$ cat src/rtl/pc_fetch_unit.sv
// IF stage: PC register with stall/branch/jump redirect plus the IF/ID pipeline register.
// pc_out is registered (redirect visible next cycle); stall holds PC and IF/ID, flush bubbles IF/ID.
module pc_fetch_unit #(
    parameter logic [31:0] RESET_PC = 32'h00000000
) (
    input  logic        clk,
    input  logic        cl,
    input  logic        stall,
    input  logic        flush,
    input  logic        branch_taken,
    input  logic [31:0] branch_target,
    input  logic        jump,
    input  logic [25:0] jump_index,
    input  logic [31:0] instr_in,
    output logic [31:0] pc_out,
    output logic [31:0] if_id_pc4,
    output logic [31:0] if_id_instr,
    output logic        if_id_valid
);

    logic [31:0] pc;
    logic [31:0] pc_next;
    logic [31:0] pc_plus4;

    assign pc_plus4 = pc + 32'd4;
    assign pc_out   = pc;

    // Redirects are ignored while stalled; ID keeps them asserted until the stall drops.
    always_comb begin
        pc_next = pc_plus4;
        if (stall) begin
            pc_next = pc;
        end else if (branch_taken) begin
            pc_next = {branch_target[31:2], 2'b00};
        end else if (jump) begin
            pc_next = {if_id_pc4[31:28], jump_index, 2'b00};
        end
    end

    always_ff @(posedge clk) begin
        if (cl) begin
            pc <= RESET_PC;
        end else begin
            pc <= pc_next;
        end
    end

    // Flush outranks stall so a killed instruction never lingers in IF/ID.
    always_ff @(posedge clk) begin
        if (cl || flush) begin
            if_id_instr <= 32'h00000000;
            if_id_pc4   <= 32'h00000000;
            if_id_valid <= 1'b0;
        end else if (!stall) begin
            if_id_instr <= instr_in;
            if_id_pc4   <= pc_plus4;
            if_id_valid <= 1'b1;
        end
    end

endmodule

$ cat config.mk
export PLATFORM = sky130hd
export DESIGN_NAME = pc_fetch_unit
export DESIGN_NICKNAME = d
export VERILOG_FILES = /design/src/rtl/pc_fetch_unit.sv
export SDC_FILE = /design/constraint.sdc
export NUM_CORES = 1
export LEC_CHECK = 0
export CORE_MARGIN = 3
export CORE_UTILIZATION = 30
export CTS_BUF_LIST = sky130_fd_sc_hd__clkbuf_4 sky130_fd_sc_hd__clkbuf_8
export CTS_CLUSTER_DIAMETER = 40
export CTS_CLUSTER_SIZE = 28
export DETAILED_ROUTE_END_ITERATION = 12
export SLEW_MARGIN = 10
export SYNTH_ARGS = -nofsm -noshare
export SYNTH_HDL_FRONTEND = slang
export SYNTH_SLANG_ARGS = --single-unit
$ cat constraint.sdc
create_clock -name clk -period 3.1 [get_ports clk]
set_input_delay 0.62 -clock clk [delete_from_list [all_inputs] [get_ports clk]]
set_output_delay 0.62 -clock clk [all_outputs]
set_load 0.01 [all_outputs]
# After elaboration in Yosys (flattened, before gate mapping)
# Index checks and enable logic that the tools add are counted.
[word_totals]
output_inout_bits = 97
latch_bits = 0
input_bits = 96
mem_bits_rw = 0
n_memories = 0
regBits = 97
romBits = 0
[classes]
n_mul = 0
n_lt_le_gt_ge = 0
div_mod_pow = 0
shifts = 0
eq_ne = 0
addsub = 1
n_reduce_logical = 1
mux = 2
n_bitwise = 0
[ops]
columns = ["operator", "count"]
rows = [
  ["$mux 32", 2],
  ["$add 32x3->32 const B", 1],
  ["$logic_or 1x1->1", 1],
]

# Longest topological paths before layout
# Gate-level depths: netlist of run 1.
[logic_depth]
depth_word = 3
mapped_depth = 8

# Least setup slack after synthesis of run 1
# OpenSTA, ideal clock, no wires.
[synth_path]
path_kind = "input to register"
from = "input branch_taken"
to = "register pc[14], in the netlist pc_out[14]"
t_arrival_ns = 1.838
n_path_buf = 3
path_stages = 7
setup_slack_ns = 1.124
setup_ns = 0.138
cell_sequence = "clkbuf_1 or2_2 buf_1 clkbuf_1 nor4_1 a221oi_1 o221ai_1"
[synth_via]
elab_chain_cells = 1
[synth_lines]
columns = ["element", "line_no", "source"]
rows = [
  ["from (decl)", "10", "input logic branch_taken,"],
  ["$mux 32", "33", "end else if (branch_taken) begin"],
  ["to (signal assigned)", "44", "pc <= pc_next;"],
  ["to (decl)", "21", "logic [31:0] pc;"],
]
# Every way passes these cells.
# A chain may end at the register's enable or synchronous reset.

# Worst setup path in the final report of run 1
[layout_path]
from = "register pc[10], in the netlist pc_out[10]"
to = "register if_id_pc4[24]"
[layout_via]
elab_chain_cells = 1
[layout_lines]
columns = ["element", "line_no", "source"]
rows = [
  ["$add 32x3->32", "25", "assign pc_plus4 = pc + 32'd4;"],
  ["to (signal assigned)", "56", "if_id_pc4 <= pc_plus4;"],
  ["to (decl)", "16", "output logic [31:0] if_id_pc4,"],
]
# Every way passes these cells.

==> flow_summary.yaml, run 1 <==
worst_setup_path:
  cp-end-kind: "register"
  cp.required_ps: 3390
  crit_top_cell: "nand4_1"
  crit_chain: "nand4_1 -> nor3_4 -> buf_4 -> nand4_1 -> xor2_1 -> a211oi_1"
  cp-start-kind: "register"
  path_class: "reg -> reg"
  rrSetupSlack_ps: 790
  slowest_stage: "nor3_4"
  slowest_delay_ps: 560
  cp_max_fo: 21
  rr_worst_depth: 6
  cp.arrival_ps: 2600
  reg2reg_to: "if_id_pc4[24]$_SDFFE_PP0N_"
  r2r_start: "pc_out[10]$_SDFFE_PP0N_"
place:
  dpl-instance-area_mm2: 0.00674
  place.gp.congestion: 0.831
  numPortBuffers: 186
  hpwl_mm: 11.9
cts:
  ctsResizeCount: 0
  htree_levels: 3
  clock_sinks: 93
  cts_buffer_depth: 2
  cts_tree: "yes"
  numCtsBuffers: 9
  postCtsHoldBufs: 0
  clock-root-buffer: "clkbuf_8"
  clk_pin_slew_worst_paths_ps: 90
  cts_setup_buffers: 0
  worst_skew_pair.late_latency_ps: 380
route:
  routed_wl_mm: 16.4
  viasPerCell: 5.12
  drc: 0
  drt-initial-drc-count: 361
  wl_per_cell_um: 17.4
  firstDrtPassIters: 5
  final_antenna_net_count: 0
  dr_total_vias: 4834
yosys:
  syn_inst: 563
  ys_seq_area_share_pct: 39.6
  synth_edf_count: 0
  synthArstFlopShare_pct: 0
  syn_avg_cell_area_um2: 8.35
  syn_area_mm2: 0.00470
  ys_seq_elements: 93
  ys_warn_count: 0
  synth_ff_type: "dfxtp_1"
  synthDistinctLibCells: 55
floorplanning:
  placement_rows: 45
  die_y_um: 131
  start_util_pct: 30.8
  dieArea_mm2: 0.0172
  core_region_area_mm2: 0.0153
  die-width_um: 131
  io_pins: 193
power:
  combPwrFrac_pct: 19.9
  p_leak_uw: 0.00262
  p_sw_share_pct: 28.7
  seq_power_share_pct: 49.2
  power_switching_uw: 759
  power.density_mw_per_mm2: 381
  internal_power_uw: 1880
  ir_drop_mv: 0.175
  clock_power_share_pct: 30.9
global_route:
  grt_max_degree: 57
  gr-usage-met2_pct: 31.0
  grt_use_met3_pct: 3.45
  grt_usage_pct: 18.8
  antenna_found_initial: 0
  grt_pass1_vias: 4692
  grt-ovfl-total: 0
  met1_usage_pct: 24.7
  grt_pass1_wl_mm: 26.1
  top_usage_layer: "met2"
layout:
  antenna_cells: 0
  syn2layout_area_growth_pct: 47.4
  nets: 825
  final_core_util_pct: 45.4
  drive_gt1_share_pct: 6.55
  fillers: 1505
  design_area_mm2: 0.00693
timing:
  worst_pin_slew_ps: 651
  fin_crit_sh_pct: 74.6
  final.min_clock_period_ps: 2310
  fmax_mhz: 432
  maxSlewViolCount: 0
  slew_headroom_pct: 56.6
  rsz0062_at_grt: "false"
  hold_viol: 0
  setup_tns_ps: 0
  hold_ws_ps: 464
  setup_viol: 0
  finClkSkew_ps: 12.5
worst_hold_path:
  hold_end: "if_id_valid$_SDFFE_PP0N_"
  min_path_type: "reg -> reg"
  whs_path_depth: 1
  min_from: "if_id_valid$_SDFFE_PP0N_"
job:
  cap_violations: 0
outcome:
  status: "finished, final reports clean"
power by group through the flow:
| stage | clock [µW] | sequential [µW] | combinational [µW] |
|---|---|---|---|
| after floorplan | 0 | 1340 | 217 |
| after global placement | 0 | 1330 | 520 |
| after global routing | 879 | 1310 | 570 |
| after detailed placement | 0 | 1330 | 526 |
| after CTS | 846 | 1300 | 529 |
| final | 816 | 1300 | 526 |
critical path, delay by kind of cell, from the launching register on:
family | cells | cell delay (ps)
compound gates | 1 | 250
flops | 1 | 490
xor+xnor | 1 | 180
buf+inv | 1 | 350
simple gates | 3 | 940
cell families after synthesis:
| kind of cell | share of synthesized area [%] |
|---|---|
| compound gates | 21.1 |
| other cells | 0.0798 |
| fa+ha+maj | 0.266 |
| flops | 39.6 |
| simple gates | 19.6 |
| mux | 8.09 |
| xor+xnor | 5.03 |
| buf+inv | 6.20 |
synthesized netlist by cell type, drive strengths merged, types with 5 or more instances:
| cell | number | area (µm²) |
|---|---|---|
| a211oi | 10 | 75.1 |
| and4 | 5 | 43.8 |
| dfxtp | 93 | 1860 |
| nor2 | 64 | 240 |
| a21oi | 53 | 265 |
| xor2 | 17 | 149 |
| clkbuf | 30 | 113 |
| nand4 | 20 | 146 |
| a22oi | 10 | 75.1 |
| a31oi | 13 | 81.3 |
| a21o | 8 | 60.1 |
| nand3 | 20 | 100 |
| nor3 | 9 | 56.3 |
| nand2 | 36 | 135 |
| xnor2 | 10 | 87.6 |
| o21ai | 30 | 150 |
| inv | 6 | 22.5 |
| and3 | 11 | 68.8 |
| mux2i | 38 | 380 |
| buf | 26 | 156 |
| and2 | 6 | 40.0 |
sequential cells by signal, summed over array words and instances (netlist names):
signal / cells
if_id_instr: 32
if_id_pc4: 30
if_id_valid: 1
pc_out: 30
area by class of cell:
type	count	area, µm²	area share, %
inverters	6	22.5	0.325
clock buffers	11	151	2.18
repair buffers	207	2030	29.3
flip-flops and latches	93	1860	26.9
clock inverters	5	41.3	0.596
well taps	211	264	3.81
multi-input cells	411	2560	36.9
through the flow:
step                      setup slack (ps)  total power, µW  instances
after global routing                   625             2760        944
after CTS                              801             2680        944
after detailed placement               657             1850        928
after global placement                 638             1850        928
after floorplan                       1120             1560        566
final                                  786             2640        944
layer usage:
metal / vias up / wire, µm
met4: 0 / 335
li1: 2349 / -
met5: - / 0
met2: 193 / 7860
met3: 25 / 992
met1: 2267 / 7250
worst max-delay path by stage:
stage / start / endpoint / slack, ps / depth (start not counted)
final: pc_out[10]$_SDFFE_PP0N_ / if_id_pc4[24]$_SDFFE_PP0N_ / 790 / 6
after global routing: pc_out[2]$_SDFFE_PP0N_ / pc_out[26]$_SDFFE_PP0N_ / 620 / 6
after CTS: pc_out[10]$_SDFFE_PP0N_ / if_id_pc4[24]$_SDFFE_PP0N_ / 800 / 6
after detailed placement: jump / pc_out[9]$_SDFFE_PP0N_ / 660 / 6
after global placement: jump / pc_out[9]$_SDFFE_PP0N_ / 640 / 6
after floorplan: branch_taken / pc_out[14]$_SDFFE_PP0N_ / 1120 / 7
layout by cell type (no fill, tap or decap), types with 13 or more instances in the layout:
master           synthesis  layout
mux2i_1                 38      38
clkdlybuf4s50_1          0     185
nor2_1                  64      64
o21ai_0                 30      30
buf_4                    9      21
nand2_1                 36      36
a21oi_1                 53      53
a31oi_1                 13      13
dfxtp_1                 93      93
nand4_1                 18      18
xor2_1                  17      17
nand3_1                 20      20
(Power assumes the default switching activity.)
==> run 2, diff against run 1 <==
clock period = 2 ns   (was 3.1 ns; I/O delays follow)
==> run 2 against run 1 <==
Sequential share of layout area fell by 1.2 points. Power increased by 58%. Non-clock buffer count rose by 38. Hold slack lost 7.2 ps. Critical endpoint is now pc_out[9]. First-iteration DRC count up 4.2%. Critical path depth is 4 lower.
==> flow_summary.yaml, run 2 (synthesis results as in run 1) <==
worst_setup_path:
  r2r_start: "pc_out[21]$_SDFFE_PP0N_"
  cp-start-kind: "register"
  cp.required_ps: 1600
  cp.arrival_ps: 1530
  cp-end-kind: "primary output"
  cp_max_fo: 17
  path_class: "reg -> out"
  crit_path_start: "pc_out[9]$_SDFFE_PP0N_"
power:
  p_leak_uw: 0.00283
  ir_drop_mv: 0.274
  power.density_mw_per_mm2: 577
global_route:
  grt_pass1_vias: 4908
  grt_pass1_wl_mm: 26.8
  antenna_found_initial: 0
  grt-ovfl-total: 0
  grt_usage_pct: 19.2
  grt_max_degree: 60
layout:
  largest_reg_flops: 32
  syn2layout_area_growth_pct: 54.2
  largest_register: "if_id_instr"
  nets: 863
  layout_common_cells: "clkdlybuf4s50_1 (185), dfxtp_1 (93), nor2_1 (64)"
  fillers: 1440
  antenna_cells: 0
  final_common_cell: "clkdlybuf4s50_1"
  drive_gt1_share_pct: 11.5
floorplanning:
  io_pins: 193
  start_util_pct: 30.8
  core_region_area_mm2: 0.0153
  placement_rows: 45
  die_y_um: 131
  die-width_um: 131
  dieArea_mm2: 0.0172
timing:
  final.min_clock_period_ps: 1930
  rsz0062_at_grt: "false"
  hold_viol: 0
  setup_viol: 0
  fin_crit_sh_pct: 96.4
  maxSlewViolCount: 0
  layout_setup_ws_ps: 72.0
  finClkSkew_ps: 7.63
  fmax_mhz: 519
  setup_tns_ps: 0
route:
  final_antenna_net_count: 0
  viasPerCell: 5.09
  dr_total_vias: 4996
  drc: 0
  firstDrtPassIters: 5
  routed_wl_mm: 17.0
  drt-initial-drc-count: 376
  wl_per_cell_um: 17.3
worst_hold_path:
  min_from: "stall"
  min_path_type: "in -> reg"
outcome:
  status: "finished, final reports clean"
cts:
  clock_sinks: 93
  cts_buffer_depth: 2
  numCtsBuffers: 9
  cts_tree: "yes"
  clk_pin_slew_worst_paths_ps: 100
  clock-root-buffer: "clkbuf_8"
  htree_levels: 3
  postCtsHoldBufs: 0
  worst_skew_pair.late_latency_ps: 380
job:
  cap_violations: 0
place:
  place.gp.congestion: 0.863
  numPortBuffers: 186
  hpwl_mm: 12.7
  place_ws_ps: -97.0
## run 2: cell types whose count changed in the layout (fill, tap and decap cells not counted), sizes merged
cell,delta
clkbuf,-1
buf,+38
clkinv,+1
inv,+1
clkinvlp,-1
## run 2: final cells by class
class / count / area (µm²) / share of cell area, %
clock buffers: 10 / 138 / 1.90
clock inverters: 6 / 53.8 / 0.742
inverters: 6 / 22.5 / 0.311
multi-input cells: 411 / 2560 / 35.3
flip-flops and latches: 93 / 1860 / 25.7
well taps: 211 / 264 / 3.64
repair buffers: 245 / 2350 / 32.4
## run 2: report_power, final
part	switching, µW	internal, µW
sequential	52.3	1930
combinational	412	508
clock	767	511
## run 2: worst paths after layout
path	cells past startpoint	endpoint	slack, ps
worst max-delay path	2	pc_out[9]	70
worst min-delay path	3	pc_out[18]$_SDFFE_PP0N_	460
worst max register to register	5	pc_out[30]$_SDFFE_PP0N_	100
worst min register to register	1	if_id_valid$_SDFFE_PP0N_	470
## run 2: repair_timing
| action | 4_1_cts | 5_1_grt |
|---|---|---|
| endpoints found under the setup margin | 0 | 3 |
| resized for setup | 0 | 5 |
| buffers inserted | 0 | 0 |
## run 2: routing by layer
| layer | global-route usage (%) | vias to the layer above | wire (µm) |
|---|---|---|---|
| met5 | 0 | - | 0 |
| met4 | 5.48 | 0 | 203 |
| met3 | 3.94 | 17 | 991 |
| met2 | 31.3 | 184 | 8180 |
| met1 | 25.9 | 2362 | 7650 |
| li1 | - | 2433 | - |
## run 2: per-stage QoR
| step | total power [µW] | std cells | hold WS [ps] | cell area, µm² | util [%] |
|---|---|---|---|---|---|
| final | 4180 | 982 | 457 | 7250 | 47.5 |
| after detailed placement | 2940 | 966 | 453 | 7050 | 46.2 |
| after CTS | 4210 | 982 | 437 | 7240 | 47.4 |
| after global placement | 2920 | 966 | 439 | 7050 | 46.2 |
| after global routing | 4360 | 982 | 459 | 7250 | 47.5 |
| after floorplan | 2410 | 566 | 486 | 4710 | - |
## run 2: critical path: stages, from the launching register on
cell             delay, ps
dfxtp_1                350
buf_4                  220
clkdlybuf4s50_1        580
